`src/rtl/led_pattern_ctrl.sv`:
```
`default_nettype none
// ============================================================================
// Module   : led_pattern_ctrl
// Purpose  : Board-level LED/button front end. Debounces every button, steps
//            a four-mode state machine on button presses and drives the LED
//            bank with a counter, breathing, scanner or frozen pattern. The
//            top LED mirrors debounced button 0.
// Revision : 1.0 - initial release
// ============================================================================
module led_pattern_ctrl #(
    parameter int NUM_LEDS        = 8,
    parameter int NUM_BTNS        = 7,
    parameter int CTR_WIDTH       = 32,
    parameter int DEBOUNCE_CYCLES = 250000,
    parameter int PWM_BITS        = 8,
    parameter int SCAN_DIV_LOG2   = 22
) (
    input  logic                i_clk,
    input  logic                i_rst,
    input  logic [NUM_BTNS-1:0] i_btn,
    output logic [NUM_LEDS-1:0] o_led,
    output logic [1:0]          o_mode,
    output logic [NUM_BTNS-1:0] o_btn_db
);

    // Pattern LEDs exclude the top LED, which shows button 0.
    localparam int c_P     = NUM_LEDS - 1;
    localparam int c_DB_W  = $clog2(DEBOUNCE_CYCLES + 1);
    localparam int c_POS_W = (c_P > 1) ? $clog2(c_P) : 1;

    localparam logic [c_DB_W-1:0]  c_DB_LAST    = c_DB_W'(DEBOUNCE_CYCLES - 1);
    localparam logic [c_POS_W-1:0] c_POS_TOP    = c_POS_W'(c_P - 1);
    localparam logic [c_POS_W-1:0] c_POS_TOP_M1 = c_POS_W'((c_P > 1) ? c_P - 2 : 0);

    localparam logic [1:0] c_MODE_COUNT  = 2'd0;
    localparam logic [1:0] c_MODE_BREATH = 2'd1;
    localparam logic [1:0] c_MODE_SCAN   = 2'd2;
    localparam logic [1:0] c_MODE_HOLD   = 2'd3;

    logic [NUM_BTNS-1:0]  r_sync1;
    logic [NUM_BTNS-1:0]  r_sync2;
    logic [NUM_BTNS-1:0]  r_db;
    logic [NUM_BTNS-1:0]  r_db_prev;
    logic [c_DB_W-1:0]    r_db_cnt [NUM_BTNS];
    logic [NUM_BTNS-1:0]  w_press;

    logic [1:0]           r_mode;
    logic [1:0]           w_mode_next;

    logic [CTR_WIDTH-1:0] r_cnt;
    logic [c_POS_W-1:0]   r_pos;
    logic                 r_dir_up;
    logic                 w_tick;

    logic [PWM_BITS-1:0]  w_ramp;
    logic [PWM_BITS-1:0]  w_duty;
    logic                 w_breath_on;
    logic [c_P-1:0]       w_pat_next;
    logic [NUM_LEDS-1:0]  r_led;

    // Bits not every parameter set consumes; folded here so nothing dangles.
    logic                 w_unused;
    assign w_unused = ^{r_cnt, w_press};

    // Two-flop synchroniser plus stable-time counter per button.
    always_ff @(posedge i_clk) begin
        if (i_rst) begin
            r_sync1   <= '0;
            r_sync2   <= '0;
            r_db      <= '0;
            r_db_prev <= '0;
            for (int b = 0; b < NUM_BTNS; b++) begin
                r_db_cnt[b] <= '0;
            end
        end else begin
            r_sync1   <= i_btn;
            r_sync2   <= r_sync1;
            r_db_prev <= r_db;
            for (int b = 0; b < NUM_BTNS; b++) begin
                if (r_sync2[b] != r_db[b]) begin
                    if (r_db_cnt[b] == c_DB_LAST) begin
                        r_db[b]     <= ~r_db[b];
                        r_db_cnt[b] <= '0;
                    end else begin
                        r_db_cnt[b] <= r_db_cnt[b] + c_DB_W'(1);
                    end
                end else begin
                    r_db_cnt[b] <= '0;
                end
            end
        end
    end

    // One-cycle press pulse on each debounced rising edge.
    assign w_press = r_db & ~r_db_prev;

    // Mode state register.
    always_ff @(posedge i_clk) begin
        if (i_rst) begin
            r_mode <= c_MODE_COUNT;
        end else begin
            r_mode <= w_mode_next;
        end
    end

    // Next mode: button 2 returns to COUNT and overrides button 1's advance.
    always_comb begin
        w_mode_next = r_mode;
        if (w_press[2]) begin
            w_mode_next = c_MODE_COUNT;
        end else if (w_press[1]) begin
            case (r_mode)
                c_MODE_COUNT:  w_mode_next = c_MODE_BREATH;
                c_MODE_BREATH: w_mode_next = c_MODE_SCAN;
                c_MODE_SCAN:   w_mode_next = c_MODE_HOLD;
                default:       w_mode_next = c_MODE_COUNT;
            endcase
        end
    end

    // Mode output decode.
    always_comb begin
        o_mode = r_mode;
    end

    // Free-running counter, frozen while holding.
    always_ff @(posedge i_clk) begin
        if (i_rst) begin
            r_cnt <= '0;
        end else if (r_mode != c_MODE_HOLD) begin
            r_cnt <= r_cnt + CTR_WIDTH'(1);
        end
    end

    assign w_tick = &r_cnt[SCAN_DIV_LOG2-1:0];

    // Scanner position bounces between the ends; kept across mode changes.
    always_ff @(posedge i_clk) begin
        if (i_rst) begin
            r_pos    <= '0;
            r_dir_up <= 1'b1;
        end else if ((r_mode == c_MODE_SCAN) && w_tick && (c_P > 1)) begin
            if (r_dir_up) begin
                if (r_pos == c_POS_TOP) begin
                    r_dir_up <= 1'b0;
                    r_pos    <= c_POS_TOP_M1;
                end else begin
                    r_pos <= r_pos + c_POS_W'(1);
                end
            end else begin
                if (r_pos == '0) begin
                    r_dir_up <= 1'b1;
                    r_pos    <= c_POS_W'(1);
                end else begin
                    r_pos <= r_pos - c_POS_W'(1);
                end
            end
        end
    end

    // Triangle duty from the counter top bits, compared against the low bits.
    assign w_ramp      = r_cnt[CTR_WIDTH-2 -: PWM_BITS];
    assign w_duty      = r_cnt[CTR_WIDTH-1] ? ~w_ramp : w_ramp;
    assign w_breath_on = (r_cnt[PWM_BITS-1:0] < w_duty);

    // Pattern selection for the lower LEDs; HOLD keeps the current value.
    always_comb begin
        w_pat_next = r_led[c_P-1:0];
        case (r_mode)
            c_MODE_COUNT: begin
                for (int i = 0; i < c_P; i++) begin
                    w_pat_next[i] = r_cnt[CTR_WIDTH-1-i];
                end
            end
            c_MODE_BREATH: begin
                w_pat_next = {c_P{w_breath_on}};
            end
            c_MODE_SCAN: begin
                for (int i = 0; i < c_P; i++) begin
                    w_pat_next[i] = (r_pos == c_POS_W'(i));
                end
            end
            default: begin
                w_pat_next = r_led[c_P-1:0];
            end
        endcase
    end

    // Registered LED drive.
    always_ff @(posedge i_clk) begin
        if (i_rst) begin
            r_led <= '0;
        end else begin
            r_led <= {r_db[0], w_pat_next};
        end
    end

    assign o_led    = r_led;
    assign o_btn_db = r_db;

endmodule
`default_nettype wire

```
`config.mk`:
```
export PLATFORM = sky130hd
export DESIGN_NAME = led_pattern_ctrl
export DESIGN_NICKNAME = d
export VERILOG_FILES = /design/src/rtl/led_pattern_ctrl.sv
export SDC_FILE = /design/constraint.sdc
export NUM_CORES = 1
export LEC_CHECK = 0
export BUFFER_PORTS_ARGS = -buffer_cell sky130_fd_sc_hd__buf_2
export CAP_MARGIN = 40
export CORE_MARGIN = 10
export CORE_UTILIZATION = 55
export DETAILED_ROUTE_END_ITERATION = 8
export HOLD_SLACK_MARGIN = 0.1
export PLACE_DENSITY = 0.71
export SLEW_MARGIN = 15
export SYNTH_ARGS = -nofsm -noshare
export SYNTH_HDL_FRONTEND = slang
export SYNTH_SLANG_ARGS = --single-unit
```
`constraint.sdc`:
```
create_clock -name i_clk -period 5.5 [get_ports i_clk]
set_clock_uncertainty 0.15 [all_clocks]
set_input_delay 1.1 -clock i_clk [delete_from_list [all_inputs] [get_ports i_clk]]
set_output_delay 1.1 -clock i_clk [all_outputs]
set_load 0.1 [all_outputs]
```
# Yosys cells after proc, flatten, opt, wreduce, memory -nomap -nowiden

Memories as Yosys holds them, arrays and structs flattened.
Cells that the tools add are included.

Shifts and indexed selects: 0
Order comparisons: 1
Divide/modulo/power cells: 0
Bitwise gates (word level): 31
Reductions and logical operators: 13
Add/subtract/negate cells: 10
Equal/unequal tests: 23
Multipliers: 0
Muxes and demuxes: 109

Operators by type and width:

| kind                  | count |
|---|---|
| $mux 18               | 21 |
| $add 18x1->18 const B | 7 |
| $eq 18x18->1 const B  | 7 |
| $mux 1                | 82 |
| $add 32x1->32 const B | 1 |
| $reduce_and 22->1     | 1 |
| $or 1x1->1            | 21 |
| $pmux 7 s3            | 1 |
| $reduce_and 2->1      | 7 |
| $eq 3x3->1 const B    | 3 |
| $mux 3                | 3 |
| $lt 8x8->1            | 1 |
| $mux 8                | 1 |
| $not 8->8             | 1 |
| $ne 1x1->1            | 7 |
| $not 1->1             | 7 |
| $eq 3x2->1 const B    | 2 |
| $pmux 2 s3            | 1 |
| $add 3x1->3 const B   | 1 |
| $and 3x3->3           | 1 |
| $eq 3x1->1 const B    | 1 |
| $logic_not 3->1       | 1 |
| $not 3->3             | 1 |
| $reduce_bool 3->1     | 1 |
| other kinds (7)       | 7 |

Input port bits: 9
Bits in read-only memories: 0
Bits in writable memories: 126
Bits in registers: 70
Output and inout bits: 17
Bits in latches: 0
Logic and storage cells: 204
Memories kept: 1

Memory list:

| memory   | depth | bits a word | rd ports | clocked after memory_dff | wr ports | RTL line | text |
|---|---|---|---|---|---|---|---|
| r_db_cnt | 7     | 18          | 7        | 0                        | 7        | 44       | `logic [c_DB_W-1:0] r_db_cnt [NUM_BTNS];` |

# Logic depth before layout (Yosys ltp)

Gate-level depths: netlist of the first run.

Word-level depth: 8
Depth in mapped cells: 8
Mapped depth without buffers: 7

# Worst setup path after synthesis of the first run

Ideal clock, no wire load.

Path kind: reg-to-reg
Start point: register r_mode[0], in the netlist o_mode[0]
End point: register r_cnt[31]
Stages on the path, launching flop included: 8
Arrival time: 2389 ps
Library setup time: 70 ps
Clock period less this slack: 2610 ps
Path slack: 2890 ps
Required time: 5280 ps
Path buffers: 1
Cells stage by stage: dfxtp_1 -> ha_1 -> nand4b_2 -> or3_1 -> buf_6 -> nor3_4 -> or3b_1 -> a21oi_1

Word-level cells in the longest chain between the ends: 1

Ends and longest elaborated chain:

| item                     | RTL line | text |
|---|---|---|
| start: declaration       | 47       | `logic [1:0] r_mode;` |
| start signal: assignment | 100      | `r_mode <= c_MODE_COUNT;` |
| start signal: assignment | 102      | `r_mode <= w_mode_next;` |
| $ne 2x2->1               | 130      | `end else if (r_mode != c_MODE_HOLD) begin` |
| end signal: assignment   | 131      | `r_cnt <= r_cnt + CTR_WIDTH'(1);` |
| end: declaration         | 50       | `logic [CTR_WIDTH-1:0] r_cnt;` |

No other way between the ends.
A chain may end at the register's enable or synchronous reset.

# Worst setup path after layout of the first run

Start point: register r_db[1], in the netlist o_btn_db[1]
End point: output o_btn_db[1]

RTL lines:

| item                             | RTL line | text |
|---|---|---|
| start: declaration               | 42       | `logic [NUM_BTNS-1:0] r_db;` |
| start signal: indexed assignment | 82       | `r_db[b] <= ~r_db[b];` |
| end: declaration                 | 23       | `output logic [NUM_BTNS-1:0] o_btn_db` |

No word-level cell between the ends.

==> results of run 1 <==
flip-flops by register name, indices dropped and copies added, names as in the netlist:
| signal | flops |
|---|---|
| r_sync2 | 7 |
| o_led | 7 |
| r_pos | 3 |
| o_mode | 2 |
| r_dir_up | 1 |
| r_cnt | 32 |
| r_db_cnt | 126 |
| r_sync1 | 7 |
| r_db_prev | 3 |
| o_btn_db | 7 |
power by group:
group	internal [W]	leakage, nW	switching [W]
clock	0.000762	0.289	0.000536
sequential	0.00160	1.86	0.0000499
combinational	0.0000453	1.96	0.0000662
Yosys cell counts (2+ instances only):
master and count:
sky130_fd_sc_hd__nor4b_1 8, sky130_fd_sc_hd__and4_1 7, sky130_fd_sc_hd__and3_1 20, sky130_fd_sc_hd__buf_2 12
sky130_fd_sc_hd__nand4_1 39, sky130_fd_sc_hd__a211oi_1 6, sky130_fd_sc_hd__or3_1 9, sky130_fd_sc_hd__edfxtp_1 126
sky130_fd_sc_hd__nand3_1 56, sky130_fd_sc_hd__and2_1 3, sky130_fd_sc_hd__nand2b_1 13, sky130_fd_sc_hd__clkbuf_1 16
sky130_fd_sc_hd__a21oi_1 17, sky130_fd_sc_hd__nor3_1 24, sky130_fd_sc_hd__nor3_4 2, sky130_fd_sc_hd__inv_1 28
sky130_fd_sc_hd__nor3b_1 2, sky130_fd_sc_hd__xor2_1 72, sky130_fd_sc_hd__nand2_1 51, sky130_fd_sc_hd__ha_1 23
sky130_fd_sc_hd__nand3b_1 3, sky130_fd_sc_hd__nor2_1 218, sky130_fd_sc_hd__or2_2 8, sky130_fd_sc_hd__nor2b_1 22
sky130_fd_sc_hd__a21o_1 2, sky130_fd_sc_hd__mux2i_1 9, sky130_fd_sc_hd__nor4_1 18, sky130_fd_sc_hd__o21bai_1 2
sky130_fd_sc_hd__buf_1 5, sky130_fd_sc_hd__xnor2_1 80, sky130_fd_sc_hd__dfxtp_1 69, sky130_fd_sc_hd__o21ai_0 7
sky130_fd_sc_hd__a31oi_1 3
layout by cell type (no fill, tap or decap), drive strengths merged, types with 10 or more instances in the layout:
cell type,count
nor2b,22
nand2b,13
dfxtp,69
nand3,57
nor3,26
or3,10
and3,20
xnor2,80
nand2,51
xor2,72
clkbuf,19
edfxtp,126
nand4,40
inv,30
conb,126
nor2,218
buf,27
nor4,18
a21oi,17
ha,23
cell type report:
cell class              count  area [sq um]  area share (%)
multi-input cells         866          5000            44.2
inverters                  28           105           0.929
flip-flops and latches    195          5160            45.7
repair buffers             27           140            1.24
well taps                 229           287            2.53
clock buffers              19           433            3.83
clock inverters            12           181            1.60
per-stage QoR:
stage	hold slack, ns	area, sq um	util [%]	setup slack, ns
after floorplan	0.264	10400	-	2.89
after global placement	0.268	10700	59.7	2.78
after detailed placement	0.272	10700	59.7	2.73
after CTS	0.288	11300	63.2	2.88
after global routing	0.312	11300	63.2	2.73
final	0.286	11300	63.2	2.91
routing by layer:
layer	global-route usage, %	part of all wire (%)
met2	24.4	48
met3	2.69	2.4
met1	19.7	48
met5	0	0
met4	5.13	1.3
kinds of logic (layout without fill, tap and decap cells):
family	after synthesis	in the layout	synth area share, %
xor gates and xnor gates	152	152	13.4
muxes	9	9	0.905
other	1	126	0.0377
buffers and inverters	63	86	2.64
AOI/OAI and AO/OA	43	43	2.66
adders and majority gates	23	23	2.89
and+or+nand+nor	513	513	25.6
DFF	195	195	51.9
path summary, 6_finish.rpt:
check	endpoint	cells past startpoint	slack, ns	from
max	o_btn_db[1]	1	2.91	o_btn_db[1]$_SDFFE_PP0P_
min	r_sync2[0]$_SDFF_PP0_	1	0.29	r_sync1[0]$_SDFF_PP0_
max reg2reg	o_led[4]$_SDFFE_PP0P_	6	2.92	r_cnt[31]$_SDFFE_PP0P_
min reg2reg	r_sync2[0]$_SDFF_PP0_	1	0.29	r_sync1[0]$_SDFF_PP0_
==> metrics.yaml, run 1 <==
timing:
  setup_viol_count_final: 0
  setup-tns-final_ns: 0
  setup_repair_after_global_routing_missed_its_margin: "false"
  max-slew-margin-rel_pct: 42.3
  post-route-period-util_pct: 47.1
  finalMaxSlewViolations: 0
  worst_margin_slew_ns: 0.858
  final.min_clock_period_ns: 2.59
  timing_hold_violations_final: 0
  clock.fmax_mhz: 386
synth:
  cell_count_after_synthesis: 999
  ys_seq_area_share_pct: 51.9
  synthDominantCellAreaShare_pct: 38.0
  synth.lib_cells_used.distinct: 52
  netlist.top_cell.by_area: "sky130_fd_sc_hd__edfxtp_1"
  number_of_enable_flip_flop_cells_after_synthesis: 126
  netlist_area_before_placement_sq_um: 9960
  synth-seq-cells: 195
  most_common_flop_cell_mapped_by_yosys: "sky130_fd_sc_hd__edfxtp_1"
  synth.yosys.warnings: 0
  syn_area_per_cell_sq_um: 9.97
  synth.top_cells.by_area: "sky130_fd_sc_hd__edfxtp_1 (38%), sky130_fd_sc_hd__dfxtp_1 (14%), sky130_fd_sc_hd__nor2_1 (8.2%), sky130_fd_sc_hd__xnor2_1 (7.0%), sky130_fd_sc_hd__xor2_1 (6.3%)"
  share_of_flip_flops_with_an_asynchronous_set_or_reset_pct: 0
critical_path:
  worst_path_largest_cell_delay_ns: 0.47
  cp_cell_sequence: "buf_2"
  start_kind: "flip-flop"
  crit_path_max_fanout: 5
  cpMaxStageDelayCell: "sky130_fd_sc_hd__buf_2"
  critPathCaptureType: "output pin"
  critPathRequiredTime_ns: 4.25
  critical_path.top_delay_family: "buffers and inverters"
  critical_path_class: "flip-flop to output pin"
  crit_buf_inv: 1
  cp_arrival_ns: 1.34
floorplan:
  pin_count: 26
  area_of_the_die_sq_um: 23900
  die_width_microns: 155
  rows: 49
  core_area_sq_um: 17900
  floorplan.initialDensity_pct: 55.6
  fp.dieH_microns: 155
clock_network:
  cts_repair_resize_count: 0
  number_of_sinks_handled_by_clock_tree_synthesis: 195
  clkLatencyLatePin_ns: 0.43
  hold_buffers: 0
  clock_tree.htree_level_count: 4
  cts_max_path_buffers: 2
  clock-root-buffer: "sky130_fd_sc_hd__clkbuf_16"
  clk_pin_slew_worst_paths_ns: 0.07
  post_cts_buffers: 0
  cts_tree: "done"
  cts_buffers: 17
global_routing:
  grt_start_max_net_pins: 51
  antenna_found_initial: 0
  grt-ovfl-total: 0
  number_of_global_route_vias_before_repair: 6583
  grt_first_pass_wirelength_microns: 30300
  global_route.usage.total_pct: 15.0
pwr:
  p_total_w: 0.00306
  worst_ir_drop_vdd_mv: 0.217
  power.static_leakage_nw: 4.11
  power_per_cell_area_nw_per_um2: 271
status:
  result_of_the_run: "complete, no violations"
drt:
  vias: 6926
  detail_route.first_pass.iterations: 4
  finalWirelength_microns: 17500
  wl_per_cell_microns: 12.7
  number_of_violations_reported_at_the_end_of_detailed_routing_iteration_0: 337
  vias_per_cell: 5.03
  route.antenna.remaining_nets: 0
  drcViolationCount: 0
placed_design:
  port_buffers: 25
  total_instance_count_after_detailed_placement: 1345
  detailedPlacementHpwl_microns: 12400
  finalWeightedCongestion: 0.791
finish:
  fin_cells: 1376
  finish.net_count: 1167
  syn_to_final_growth_pct: 13.6
  layout-drive-gt1-share_pct: 6.19
  antenna_cells: 0
  fill_cell_count: 1523
flow_run:
  max-cap-violations: 0
worst_hold_path:
  timing.hold.worst.class: "flip-flop to flip-flop"
(Power assumes the default switching activity.)
==> run 2: changes to the inputs <==
==> constraint.sdc (replaced) <==
create_clock -name i_clk -period 2.46 [get_ports i_clk]
set_clock_uncertainty 0.15 [all_clocks]
set_input_delay 0.492 -clock i_clk [delete_from_list [all_inputs] [get_ports i_clk]]
set_output_delay 0.492 -clock i_clk [all_outputs]
set_load 0.1 [all_outputs]
==> run 2 against run 1 <==
Against the previous run:
- worst hold slack worse by 0.17 ns
- sequential power increased by 120%
- critical path depth is 5 higher
- via count rose by 1.3%
==> metrics.yaml, run 2 (synthesized netlist as in run 1, its figures left out) <==
finish:
  biggestRegsByFlops: "r_db_cnt: 126 flops, r_cnt: 32 flops"  # unchanged
  mostFrequentLayoutCell: "sky130_fd_sc_hd__nor2_1"  # unchanged
  fin_cells: 1393  # was 1376
  finish.net_count: 1183  # was 1167
  top_register: "r_db_cnt"  # unchanged
  syn_to_final_growth_pct: 14.4  # was 13.6%
  antenna_cells: 0  # unchanged
  layout-drive-gt1-share_pct: 7.65  # was 6.19%
  largest_reg_flops: 126  # unchanged
  highest_count_cells_in_the_layout_ignoring_fill_and_taps: "sky130_fd_sc_hd__nor2_1 (218), sky130_fd_sc_hd__edfxtp_1 (126), sky130_fd_sc_hd__conb_1 (126)"  # unchanged
critical_path:
  cp_arrival_ns: 2.44  # was 1.34 ns
  cp_cell_sequence: "xnor2_1, ha_1, a21o_1, a221oi_1, a31oi_1, a211oi_1"  # was buf_2
  start_kind: "flip-flop"  # unchanged
  cpMaxStageDelayCell: "sky130_fd_sc_hd__dfxtp_2"  # was sky130_fd_sc_hd__buf_2
  critPathCaptureType: "flip-flop"  # was output pin
  reg2regPathDepth: 6  # unchanged
  crit_path_max_fanout: 11  # was 5
  worst_path_largest_cell_delay_ns: 0.49  # was 0.47 ns
  critical_path.startpoint: "r_cnt[31]$_SDFFE_PP0P_"  # was o_btn_db[1]$_SDFFE_PP0P_
  crit-reg2reg-launch: "r_cnt[31]$_SDFFE_PP0P_"  # unchanged
  rrSetupSlack_ns: 0.21  # was 2.92 ns
  critPathRequiredTime_ns: 2.65  # was 4.25 ns
  critical_path_class: "flip-flop to flip-flop"  # was flip-flop to output pin
pwr:
  internal_power_w: 0.00519  # was 0.00241 W
  power_per_cell_area_nw_per_um2: 584  # was 271 nW/um^2
  p_sw_share_pct: 22.1  # was 21.3%
  total_switching_power_w: 0.00147  # was 0.000653 W
  clockPowerShare_pct: 40.7  # was 42.4%
  combinationalPowerShare_pct: 3.8  # was 3.6%
  p_seq_share_pct: 55.5  # was 54.0%
  power.static_leakage_nw: 4.18  # was 4.11 nW
  worst_ir_drop_vdd_mv: 0.521  # was 0.217 mV
worst_hold_path:
  worst_hold_startpoint: "i_btn[2]"  # was r_sync1[0]$_SDFF_PP0_
  timing.hold.worst.class: "input pin to flip-flop"  # was flip-flop to flip-flop
  hold_depth: 2  # was 1
floorplan:
  floorplan.initialDensity_pct: 55.6  # unchanged
  area_of_the_die_sq_um: 23900  # unchanged
  core_area_sq_um: 17900  # unchanged
  rows: 49  # unchanged
  fp.dieH_microns: 155  # unchanged
  pin_count: 26  # unchanged
  die_width_microns: 155  # unchanged
timing:
  clock.fmax_mhz: 444
  setup_repair_after_global_routing_missed_its_margin: "false"  # unchanged
  timing_hold_violations_final: 0  # unchanged
  post_route_setup_slack_ns: 0.210  # was 2.91 ns
  final.min_clock_period_ns: 2.25
  finalMaxSlewViolations: 0  # unchanged
  setup-tns-final_ns: 0  # unchanged
  worst_margin_slew_ns: 0.540  # was 0.858 ns
  setup_viol_count_final: 0  # unchanged
  post-route-period-util_pct: 91.5
  max-slew-margin-rel_pct: 63.9  # was 42.3%
flow_run:
  max-cap-violations: 0  # unchanged
global_routing:
  grt_start_max_net_pins: 24  # was 51
  grt-ovfl-total: 0  # unchanged
  number_of_global_route_vias_before_repair: 6698  # was 6583
  global_route.usage.total_pct: 14.7  # was 15.0%
  grt_first_pass_wirelength_microns: 29900  # was 30300 microns
  antenna_found_initial: 0  # unchanged
placed_design:
  pre_cts_slack_ns: 0.0781  # was 2.73 ns
  port_buffers: 25  # unchanged
  finalWeightedCongestion: 0.858  # was 0.791
  total_instance_count_after_detailed_placement: 1360  # was 1345
  detailedPlacementHpwl_microns: 12200  # was 12400 microns
clock_network:
  cts_max_path_buffers: 2  # unchanged
  number_of_sinks_handled_by_clock_tree_synthesis: 195  # unchanged
  clock_tree.htree_level_count: 4  # unchanged
  cts_tree: "done"  # unchanged
  clk_pin_slew_worst_paths_ns: 0.07  # about the same
  clock-root-buffer: "sky130_fd_sc_hd__clkbuf_16"  # unchanged
  cts_buffers: 17  # unchanged
  clkLatencyLatePin_ns: 0.43  # about the same
drt:
  wl_per_cell_microns: 12.3  # was 12.7 microns
  vias: 7016  # was 6926
  route.antenna.remaining_nets: 0  # unchanged
  finalWirelength_microns: 17100  # was 17500 microns
  vias_per_cell: 5.04  # was 5.03
  drcViolationCount: 0  # unchanged
  detail_route.first_pass.iterations: 5  # was 4
  number_of_violations_reported_at_the_end_of_detailed_routing_iteration_0: 287  # was 337
status:
  result_of_the_run: "complete, no violations"  # unchanged
run 2: cell count changes in the layout (fill, tap and decap cells not counted), sizes merged, moves of 2 or more:
| cell | previous run | this run |
|---|---|---|
| clkinvlp | 3 | 1 |
| clkinv | 3 | 5 |
| bufinv | 4 | 1 |
| clkbuf | 19 | 22 |
| buf | 27 | 42 |
run 2: area by class of cell:
| cell class | instances | area [sq um] |
|---|---|---|
| inverters | 28 | 105 |
| clock inverters | 10 | 96.3 |
| repair buffers | 43 | 263 |
| clock buffers | 22 | 475 |
| well taps | 229 | 287 |
| flip-flops and latches | 195 | 5170 |
| multi-input cells | 866 | 5000 |
| fillers | 1496 | 6510 |
run 2: worst paths after layout:
| kind | to |
|---|---|
| max | o_led[1]$_SDFFE_PP0P_ |
| max reg2reg | o_led[1]$_SDFFE_PP0P_ |
| min reg2reg | r_sync2[5]$_SDFF_PP0_ |
| min | r_sync1[2]$_SDFF_PP0_ |
run 2: repair_timing:
item / in CTS / in global routing
endpoints found under the setup margin: 0 / 7
hold buffers: 1 / 0
endpoints found under the hold margin: 1 / 0
gates resized for setup: 0 / 1
buffers inserted: 0 / 0
run 2: routing by layer:
metal  GRT usage (%)  vias to the layer above  wire length (microns)  share of wire (%)
met5               0                        -                      0                  0
met4            4.95                        0                    225                1.3
met3            3.38                       21                    461                2.7
met2            24.1                       77                   8060                 47
met1            18.9                     3273                   8330                 49
li1                -                     3645                      -                  -
run 2: critical path: cells and delay by family (launching register included):
family / cells / cell delay (ns)
DFF: 1 / 0.49
xor gates and xnor gates: 1 / 0.16
adders and majority gates: 1 / 0.26
AOI/OAI and AO/OA: 4 / 1.10
run 2: power by group through the flow:
stage	Combinational, W	Clock, W	Sequential (W)
after floorplan	0.000205	0	0.00374
after global placement	0.000246	0	0.00376
after detailed placement	0.000248	0	0.00377
after CTS	0.000252	0.00278	0.00369
after global routing	0.000297	0.00290	0.00371
final	0.000256	0.00271	0.00369
run 2: metrics by stage:
stage	total power [W]	hold slack, ns	area (sq um)	util (%)
floorplan	0.00394	0.264	10400	-
global placement	0.00401	0.270	10800	60.4
detailed placement	0.00402	0.270	10800	60.4
CTS	0.00672	0.104	11400	63.6
global route	0.00690	0.110	11400	63.6
finish	0.00666	0.119	11400	63.6
